==> config.mk <==
export PLATFORM = sky130hd
export DESIGN_NAME = mem_wb_stage
export DESIGN_NICKNAME = d
export VERILOG_FILES = /design/src/rtl/mem_wb_stage.sv
export SDC_FILE = /design/constraint.sdc
export NUM_CORES = 1
export LEC_CHECK = 0
export CAP_MARGIN = 15
export CORE_MARGIN = 4
export CORE_UTILIZATION = 48
export DETAILED_ROUTE_END_ITERATION = 6
export PLACE_DENSITY_LB_ADDON = 0.25
export SYNTH_ARGS = -nofsm -noshare
export SYNTH_HDL_FRONTEND = slang
export SYNTH_SLANG_ARGS = --single-unit
export TNS_END_PERCENT = 5
==> constraint.sdc <==
create_clock -name clk -period 6.1 [get_ports clk]
set_input_delay 1.525 -clock clk [delete_from_list [all_inputs] [get_ports clk]]
set_output_delay 1.525 -clock clk [all_outputs]
set_load 0.05 [all_outputs]
==> src/rtl/mem_wb_stage.sv <==
// MEM/WB pipeline register with big-endian load extraction, register-file write port and HI/LO.
// Optional retire counter output enabled by defining MEM_WB_RETIRE_CNT_EN.
module mem_wb_stage #(
    parameter int DATA_W = 32,
    parameter int REG_AW = 5
) (
    input  logic              clk,
    input  logic              rst,
    input  logic              stall_mem,
    input  logic              stall_wb,
    input  logic              flush,
    input  logic [REG_AW-1:0] mem_wd,
    input  logic              mem_wreg,
    input  logic [DATA_W-1:0] mem_wdata,
    input  logic [2:0]        mem_load_op,
    input  logic [1:0]        mem_addr_low,
    input  logic [DATA_W-1:0] mem_load_data,
    input  logic              mem_whilo,
    input  logic [DATA_W-1:0] mem_hi,
    input  logic [DATA_W-1:0] mem_lo,
    output logic [REG_AW-1:0] wb_waddr,
    output logic [DATA_W-1:0] wb_wdata,
    output logic              wb_we,
    output logic              wb_whilo,
    output logic [DATA_W-1:0] wb_hi,
    output logic [DATA_W-1:0] wb_lo,
    output logic [DATA_W-1:0] hi_o,
    output logic [DATA_W-1:0] lo_o,
`ifdef MEM_WB_RETIRE_CNT_EN
    output logic [31:0]       retire_cnt,
`endif
    output logic              wb_misalign
);

    typedef enum logic [2:0] {
        LD_NONE = 3'd0,
        LD_LB   = 3'd1,
        LD_LBU  = 3'd2,
        LD_LH   = 3'd3,
        LD_LHU  = 3'd4,
        LD_LW   = 3'd5,
        LD_RSV6 = 3'd6,
        LD_RSV7 = 3'd7
    } ld_op_e;

    logic              r_valid;
    logic [REG_AW-1:0] r_wd;
    logic              r_wreg;
    logic [DATA_W-1:0] r_wdata;
    ld_op_e            r_load_op;
    logic [1:0]        r_addr_low;
    logic [DATA_W-1:0] r_load_data;
    logic              r_whilo;
    logic [DATA_W-1:0] r_hi;
    logic [DATA_W-1:0] r_lo;
    logic [DATA_W-1:0] r_hi_arch;
    logic [DATA_W-1:0] r_lo_arch;

    logic              w_capture;
    logic              w_bubble;
    logic [7:0]        w_byte;
    logic [15:0]       w_half;
    logic [DATA_W-1:0] w_ld_result;
    logic              w_misalign_raw;
    logic              w_misalign;

    // Flush wins over any stall; a stalled MEM with a free WB inserts a bubble.
    assign w_capture = !flush && !stall_mem;
    assign w_bubble  = flush || (stall_mem && !stall_wb);

    always_ff @(posedge clk or negedge rst) begin
        if (!rst) begin
            r_valid     <= 1'b0;
            r_wd        <= '0;
            r_wreg      <= 1'b0;
            r_wdata     <= '0;
            r_load_op   <= LD_NONE;
            r_addr_low  <= '0;
            r_load_data <= '0;
            r_whilo     <= 1'b0;
            r_hi        <= '0;
            r_lo        <= '0;
        end else if (w_bubble) begin
            r_valid     <= 1'b0;
            r_wd        <= '0;
            r_wreg      <= 1'b0;
            r_wdata     <= '0;
            r_load_op   <= LD_NONE;
            r_addr_low  <= '0;
            r_load_data <= '0;
            r_whilo     <= 1'b0;
            r_hi        <= '0;
            r_lo        <= '0;
        end else if (w_capture) begin
            r_valid     <= 1'b1;
            r_wd        <= mem_wd;
            r_wreg      <= mem_wreg;
            r_wdata     <= mem_wdata;
            r_load_op   <= ld_op_e'(mem_load_op);
            r_addr_low  <= mem_addr_low;
            r_load_data <= mem_load_data;
            r_whilo     <= mem_whilo;
            r_hi        <= mem_hi;
            r_lo        <= mem_lo;
        end
    end

    // The instruction in WB commits HI/LO even on the edge that flushes the latch.
    always_ff @(posedge clk or negedge rst) begin
        if (!rst) begin
            r_hi_arch <= '0;
            r_lo_arch <= '0;
        end else if (r_valid && r_whilo) begin
            r_hi_arch <= r_hi;
            r_lo_arch <= r_lo;
        end
    end

    always_comb begin
        w_byte = '0;
        case (r_addr_low)
            2'd0:    w_byte = r_load_data[31:24];
            2'd1:    w_byte = r_load_data[23:16];
            2'd2:    w_byte = r_load_data[15:8];
            default: w_byte = r_load_data[7:0];
        endcase
        w_half = r_addr_low[1] ? r_load_data[15:0] : r_load_data[31:16];
    end

    always_comb begin
        w_ld_result    = r_wdata;
        w_misalign_raw = 1'b0;
        case (r_load_op)
            LD_LB:  w_ld_result = {{(DATA_W-8){w_byte[7]}}, w_byte};
            LD_LBU: w_ld_result = {{(DATA_W-8){1'b0}}, w_byte};
            LD_LH: begin
                w_ld_result    = {{(DATA_W-16){w_half[15]}}, w_half};
                w_misalign_raw = r_addr_low[0];
            end
            LD_LHU: begin
                w_ld_result    = {{(DATA_W-16){1'b0}}, w_half};
                w_misalign_raw = r_addr_low[0];
            end
            LD_LW: begin
                w_ld_result    = r_load_data;
                w_misalign_raw = (r_addr_low != 2'b00);
            end
            default: w_ld_result = r_wdata;
        endcase
    end

    assign w_misalign  = r_valid && w_misalign_raw;
    assign wb_misalign = w_misalign;
    assign wb_waddr    = r_wd;
    assign wb_wdata    = w_misalign ? '0 : w_ld_result;
    assign wb_we       = r_valid && r_wreg && (r_wd != '0) && !w_misalign;
    assign wb_whilo    = r_valid && r_whilo;
    assign wb_hi       = r_hi;
    assign wb_lo       = r_lo;
    assign hi_o        = r_hi_arch;
    assign lo_o        = r_lo_arch;

`ifdef MEM_WB_RETIRE_CNT_EN
    logic [31:0] r_retire_cnt;

    always_ff @(posedge clk or negedge rst) begin
        if (!rst) begin
            r_retire_cnt <= '0;
        end else if (w_capture) begin
            r_retire_cnt <= r_retire_cnt + 32'd1;
        end
    end

    assign retire_cnt = r_retire_cnt;
`endif

endmodule

* Word-level counts from Yosys, hierarchy flattened
Index checks and enable logic that the tools add are counted.
** Word-level totals
- Flip-flop bits (word level) :: 205
- Input port bits :: 145
- Output and inout port bits :: 168
- Word-level logic and storage cells :: 61
** Operators by class
- Equality and inequality tests :: 7
- Multiplexer cells :: 25
- Reductions and logical operators :: 17
** Operators by type and width (number)
- 32-bit 2-to-1 mux :: 9
- 32-bit one-hot mux with 5 select lines :: 1
- 8-bit one-hot mux with 3 select lines :: 1
- 16-bit 2-to-1 mux :: 1
- 5-bit 2-to-1 mux :: 2
- 1-bit logical AND :: 7
- 3-bit by 2-bit == test with 1-bit output (second input constant) :: 2
- 3-bit == test (second input constant) :: 2
- 1-bit 2-to-1 mux :: 6
- 3-bit 2-to-1 mux :: 2
- 5-bit nonzero test :: 1
- 1-bit zero test :: 4
- 2-bit 2-to-1 mux :: 2
- 2-bit nonzero test :: 2
- 3-bit by 1-bit == test with 1-bit output (second input constant) :: 1
- 2-bit by 1-bit == test with 1-bit output (second input constant) :: 1
- 2-bit == test (second input constant) :: 1
- 2-bit zero test :: 1
- 1-bit one-hot mux with 2 select lines :: 1
- 2-bit OR reduction :: 1
- 1-bit logical OR :: 1

* Longest topological paths before layout
Gate-level depths: netlist of the first run.
- Word-level depth :: 6
- Gate-level depth with buffers :: 7
- Gate-level depth less buffers :: 4

* Worst setup path before layout of the first run
No wires, ideal clock.
- Path type :: register to output
- Start point :: register r_load_op[1]
- End point :: output port wb_wdata[10]
- Arrival time :: 2472 ps
- Data required time :: 4575 ps
- Path slack :: 2103 ps
- Stages on the path, launching flop included :: 7
- Path buffers :: 2
- Cell sequence :: dfrtp_1 buf_2 nor3b_1 o21ba_2 clkbuf_1 nand2_1 a311oi_1
** On the way
- Cells in the longest elaborated chain, start to end :: 5
- Elaborated cells between the ends (all ways) :: 10
- Classes of those cells :: 5 x eq/ne; 3 x mux; 2 x reduce/logical
** RTL lines
- start, declared :: line 50 : ld_op_e r_load_op;
- start signal, assigned :: line 99 : r_load_op <= ld_op_e'(mem_load_op);
- 3-bit == test / 3-bit by 2-bit == test with 1-bit output (equally long branches) :: line 133 : case (r_load_op)
- 2-bit OR reduction (no source line)
- 1-bit one-hot mux with 2 select lines :: line 133
- 1-bit logical AND :: line 152 : assign w_misalign = r_valid && w_misalign_raw;
- 32-bit 2-to-1 mux * :: line 155 : assign wb_wdata = w_misalign ? '0 : w_ld_result;
- end, declared :: line 22 : output logic [DATA_W-1:0] wb_wdata,
Every way passes the cells marked *; elsewhere a longest branch is shown, timed or not.

* Final worst setup path of the first run
- Start point :: register r_load_op[2]
- End point :: output port wb_misalign
** On the way
- Cells in the longest elaborated chain, start to end :: 4
- Elaborated cells between the ends (all ways) :: 6
- Classes of those cells :: 3 x eq/ne; 1 x mux; 2 x reduce/logical
** RTL lines
- 3-bit == test / 3-bit by 2-bit == test with 1-bit output (equally long branches) :: line 133
- 2-bit OR reduction (no source line)
- 1-bit one-hot mux with 2 select lines * :: line 133
- 1-bit logical AND * :: line 152
- end, declared :: line 32 : output logic wb_misalign
Marked as above.

==> results of run 1 <==
==> power by group through the flow <==
stage	Sequential, W	Combinational [W]	Clock, W
2_1_floorplan	0.00183	0.000305	0
3_3_place_gp	0.00156	0.000985	0
3_5_place_dp	0.00157	0.000992	0
4_1_cts	0.00155	0.000996	0.00135
5_1_grt	0.00156	0.00104	0.00141
6_report	0.00155	0.000991	0.00132
==> sequential cells by signal (all words and copies together), names as in the netlist <==
| register | count |
|---|---|
| r_addr_low | 2 |
| r_load_data | 32 |
| hi_o | 32 |
| r_wdata | 32 |
| r_wreg | 1 |
| wb_lo | 32 |
| r_valid | 1 |
| wb_hi | 32 |
| wb_waddr | 5 |
| r_whilo | 1 |
| r_load_op | 3 |
| lo_o | 32 |
==> path summary, 6_finish.rpt <==
path / start / end / slack [ns] / cells past startpoint
worst max-delay path: r_load_op[2]$_DFFE_PN0P_ / wb_misalign / 0.86 / 5
worst min-delay path: hi_o[8]$_DFFE_PN0P_ / hi_o[8]$_DFFE_PN0P_ / 0.50 / 1
worst max register to register: r_valid$_DFFE_PN0P_ / hi_o[20]$_DFFE_PN0P_ / 4.23 / 3
worst min register to register: hi_o[8]$_DFFE_PN0P_ / hi_o[8]$_DFFE_PN0P_ / 0.50 / 1
max in group asynchronous: rst / wb_lo[24]$_DFFE_PN0P_ / 3.99 / 2
min in group asynchronous: rst / r_wdata[5]$_DFFE_PN0P_ / 1.10 / 1
==> kinds of logic (layout without fill, tap and decap cells) <==
logic type / after synthesis / after routing / share of synthesized area, %
other: 0 / 1 / 0
AOI/OAI and AO/OA: 217 / 217 / 21.6
buffers and inverters: 62 / 363 / 3.16
DFF: 205 / 205 / 60.0
and+or+nand+nor: 91 / 91 / 4.49
muxes: 82 / 82 / 10.7
xor gates and xnor gates: 1 / 1 / 0.102
==> through the flow <==
step,utilization (%),instances,hold slack [ns]
5_1_grt,72.3,1185,0.515
2_1_floorplan,-,658,0.473
3_3_place_gp,68.0,1143,0.487
4_1_cts,72.3,1183,0.506
3_5_place_dp,68.0,1143,0.493
6_report,72.3,1185,0.502
==> worst reg2reg max path, delay by kind of cell (launching register included) <==
kind	cells	cell delay (ns)
buffers and inverters	1	0.69
DFF	1	0.49
muxes	1	0.47
and+or+nand+nor	1	0.11
==> placed cells by master, fill, tap and decap left out, drive strengths merged, types with 3 or more instances in the layout <==
master and n:
clkdlybuf4s50 311, dfrtp 205, a22o 140, mux2 64, nand2 43, nor2 37
clkbuf 37, a211oi 24, mux2i 17, o21ai 9, buf 9, a311oi 8
o221ai 8, o311ai 8, o2111ai 8, a21o 3, inv 3, a21oi 3
==> routing by layer <==
metal	wire length, µm	global-route usage [%]	vias to the layer above
li1	-	-	3089
met1	10200	32.0	3357
met2	13100	45.0	320
met3	2710	9.17	55
met4	852	7.53	0
met5	0	0	-
==> cell type report <==
class                      count  area (µm²)  area share [%]
clock buffer                  36         704            5.61
antenna                        1        2.50          0.0199
tap                          225         282            2.24
timing repair buffer         321        3220            25.7
clock inverter                 4        30.0           0.239
multi-input combinational    391        3180            25.3
sequential                   205        5130            40.9
inverter                       2        7.51          0.0598
==> qor.csv, run 1 <==
metric,value,unit
gpl congestion,0.891,
most frequent cells after synthesis,"dfrtp_1 (205), a22o_1 (140), mux2_2 (64), nand2_1 (43), clkbuf_1 (38)",
vias,6821,
async set or reset register ratio after synthesis,100,%
cells after synthesis,658,
PD cells,307,nW/µm²
placed cell area,11800,µm²
slowest CP cell,clkdlybuf4s50_1,
Worst-Margin Slew,0.979,ns
clock buffer count from CTS,23,
CP Data Required Time,4.58,ns
Bufs on Longest Clock Path,3,
first-pass GRT wire length,41800,µm
DR WL/cell,22.7,µm
sequential share of the synthesized area,60.0,%
Final Hold Fails,0,
Root Buffer,clkbuf_16,
P_int,0.00263,W
post-synthesis register bit count,205,
Worst Path Arrival,3.71,ns
Clock Power Share,34.2,%
vias in the first global route,7267,
max incr delay on CP,0.86,ns
pin count of the biggest net entering global routing,106,
DP HPWL,18800,µm
CTS tree,yes,
crit path capture type,primary output,
MaxCap Viol Count,0,
layout cells sized above 1,12.6,%
total track usage,26.4,%
port bufs,312,
initial core utilization,49.3,%
clk_lat worst skew,0.50,ns
"EDFF count, synth",0,
setup ws final,0.863,ns
outcome,finished clean,
syn_nets,803,
Setup WS pre-CTS,1.47,ns
switch share,31.8,%
Setup TNS,0,ns
cell accounting for the most synthesized area,dfrtp_1,
Rows,48,
Logic pwr share,25.7,%
Routed Antenna Nets,0,
"Reg clk slew, reported paths",0.06,ns
gr ovfl total,0,
min Tclk post-route,5.24,ns
chip height,142,µm
nets,1089,
IO Count,313,
Psw,0.00123,W
fin crit share,85.9,%
CTS Hold Buffers Added,0,
LEAKAGE,5.52,nW
Crit Path Max Fanout,26,
synthesized cell area,8560,µm²
post-CTS sizing,0,
worst vdd ir,0.000227,V
Seq pwr share,40.1,%
count of final max-slew check failures,0,
Routed WL,26900,µm
initial antenna violation count,1,
Main synth FF type,dfrtp_1,
H-Tree Depth,1,
Vias per Instance,5.76,
setup bufs post-CTS,0,
Remaining DRCs,0,
Synth cell types,38,
startpoint types,flip-flop,
Crit path max-delay family,buffers and inverters,
Final Power,0.00386,W
crit path cell chain,"nor2b_1, o21ai_0, a21boi_2, buf_4, clkdlybuf4s50_1",
core area,17400,µm²
Synth area leaders,"dfrtp_1 (60%), a22o_1 (14%), mux2_2 (8.4%), a211oi_1 (2.1%), mux2i_1 (2.0%)",
Setup CP Type,flip-flop to primary output,
clk sinks,205,
DR pass1 iterations,5,
YS warnings,0,
Synth top area share,60.0,%
Worst Clk Skew,0.0116,ns
"Avg Cell Area, Syn",13.0,µm²
HP Class,flip-flop to flip-flop,
fin area,12600,µm²
die area,20000,µm²
setup violators final,0,
Layout area overhead,46.7,%
1st-iter DRT viols,475,
FILL cells,1237,
worst path buffer plus inverter count,2,
Chip Width,142,µm
Slew headroom,34.7,%
RSZ-0062 raised after global routing,false,
Max Clock Freq,191,MHz
most common cell in the netlist,dfrtp_1,
No activity file was read; power rests on OpenSTA's default activity.
==> run 2: changes to the inputs <==
--- a/config.mk
+++ b/config.mk
@@ -6,7 +6,6 @@
 export NUM_CORES = 1
 export LEC_CHECK = 0
 export CAP_MARGIN = 15
-export CORE_MARGIN = 4
 export CORE_UTILIZATION = 48
 export DETAILED_ROUTE_END_ITERATION = 6
 export PLACE_DENSITY_LB_ADDON = 0.25
==> run 2 against run 1 <==
Effect of this change: non-clock buffer count increased by 2; first-iteration DRC count up 4.4%; combinational power about the same; die area fell by 8.3%; register-to-register slack better by 0.11 ns; hold slack is essentially flat; highest routed layer unchanged; via count rose by 2.1%.
==> qor.csv, run 2 (synthesis gave the netlist of run 1 again) <==
metric,value,unit,change
H-Tree Depth,1,,unchanged
Remaining DRCs,0,,unchanged
clk sinks,205,,unchanged
nets,1090,,was 1089
total track usage,28.4,%,was 26.4%
Chip Width,136,µm,was 142 µm
hold_ws,0.502,ns,about the same
setup bufs post-CTS,0,,unchanged
placed cell area,11800,µm²,about the same
fin crit share,84.2,%,was 85.9%
Worst Clk Skew,0.00975,ns,was 0.0116 ns
Setup TNS,0,ns,unchanged
startpoint types,flip-flop,,unchanged
pin count of the biggest net entering global routing,124,,was 106
Root Buffer,clkbuf_16,,unchanged
initial antenna violation count,0,,was 1
Slew headroom,23.6,%,was 34.7%
min Tclk post-route,5.14,ns,was 5.24 ns
most frequent cells in the layout,"clkdlybuf4s50_1 (311), dfrtp_1 (205), a22o_1 (140)",,unchanged
Bufs on Longest Clock Path,3,,unchanged
die area,18400,µm²,was 20000 µm²
Max Clock Freq,195,MHz,was 191 MHz
HP Class,flip-flop to flip-flop,,unchanged
DP HPWL,18000,µm,was 18800 µm
Setup CP Type,flip-flop to primary output,,unchanged
count of final max-slew check failures,0,,unchanged
Worst-Margin Slew,1.14,ns,was 0.979 ns
antenna cells,0,,was 1
Worst Path Arrival,3.61,ns,was 3.71 ns
core area,17400,µm²,unchanged
Final Hold Fails,0,,unchanged
CP Data Required Time,4.58,ns,about the same
vias in the first global route,7063,,was 7267
DR pass1 iterations,6,,was 5
Vias per Instance,5.87,,was 5.76
FILL cells,1191,,was 1237
port bufs,312,,unchanged
outcome,finished clean,,unchanged
clock buffer count from CTS,22,,was 23
post-CTS sizing,0,,unchanged
Rows,48,,unchanged
LEAKAGE,5.54,nW,was 5.52 nW
1st-iter DRT viols,496,,was 475
CTS Hold Buffers Added,0,,unchanged
crit path capture type,primary output,,unchanged
Routed WL,26200,µm,was 26900 µm
Crit Path Max Fanout,23,,was 26
RSZ-0062 raised after global routing,false,,unchanged
gpl congestion,0.930,,was 0.891
gr ovfl total,0,,unchanged
clk_lat worst skew,0.50,ns,about the same
Routed Antenna Nets,0,,unchanged
chip height,136,µm,was 142 µm
first-pass GRT wire length,39800,µm,was 41800 µm
worst vdd ir,0.000264,V,was 0.000227 V
Layout area overhead,47.1,%,was 46.7%
MaxCap Viol Count,0,,unchanged
"Reg clk slew, reported paths",0.06,ns,about the same
setup violators final,0,,unchanged
initial core utilization,49.3,%,unchanged
vias,6961,,was 6821
CTS tree,yes,,unchanged
PD cells,310,nW/µm²,was 307 nW/µm²
DR WL/cell,22.1,µm,was 22.7 µm
layout cells sized above 1,12.8,%,was 12.6%
"leading cell type in the layout, fill and taps excluded",clkdlybuf4s50_1,,unchanged
IO Count,313,,unchanged
fin area,12600,µm²,about the same
==> run 2: where the power goes <==
group	leakage, nW	switching (W)	internal (W)
clock network	0.370	0.000536	0.000825
registers	2.75	0.0000824	0.00146
logic	2.42	0.000610	0.000378
total	5.54	0.00123	0.00267
==> run 2: per-layer routing <==
metal	global-route usage, %	vias to the layer above	part of all wire (%)	wire, µm
met5	0	-	0	0
met1	35.1	3458	38	10100
li1	-	3073	-	-
met4	10.4	0	3.5	907
met2	46.7	372	49	12700
met3	9.13	58	9.5	2500
==> run 2: layout make-up <==
cell class / instances / area (µm²) / share of cell area, %
sequential: 205 / 5130 / 40.8
inverter: 2 / 7.51 / 0.0597
clock inverter: 7 / 104 / 0.825
tap: 225 / 282 / 2.24
timing repair buffer: 323 / 3230 / 25.7
multi-input combinational: 391 / 3180 / 25.3
clock buffer: 32 / 648 / 5.15
==> run 2: critical path, cell delays in order (launching register included) <==
cell             delay (ns)
dfrtp_1                0.70
nor3_1                 0.15
a21oi_2                0.81
buf_4                  0.32
nor2_1                 0.05
a211oi_1               0.24
clkdlybuf4s50_1        0.84
==> run 2: worst paths after layout <==
check | cells past startpoint | slack (ns) | end | start
setup / recovery | 6 | 0.96 | wb_wdata[30] | r_load_op[1]$_DFFE_PN0P_
hold / removal | 1 | 0.50 | hi_o[22]$_DFFE_PN0P_ | hi_o[22]$_DFFE_PN0P_
setup reg to reg | 3 | 4.34 | hi_o[7]$_DFFE_PN0P_ | r_valid$_DFFE_PN0P_
hold reg to reg | 1 | 0.50 | hi_o[22]$_DFFE_PN0P_ | hi_o[22]$_DFFE_PN0P_
max in group asynchronous | 2 | 3.67 | lo_o[7]$_DFFE_PN0P_ | rst
min in group asynchronous | 1 | 1.10 | r_wdata[5]$_DFFE_PN0P_ | rst
==> run 2: per-stage QoR <==
step / worst slack, ns / total power, W / util (%) / instances
after global placement: 1.54 / 0.00254 / 68.2 / 1146
after global routing: 0.710 / 0.00403 / 72.5 / 1185
after floorplan: 2.10 / 0.00214 / - / 658
after detailed placement: 1.52 / 0.00255 / 68.2 / 1146
after CTS: 0.962 / 0.00392 / 72.5 / 1185
final: 0.962 / 0.00389 / 72.5 / 1185
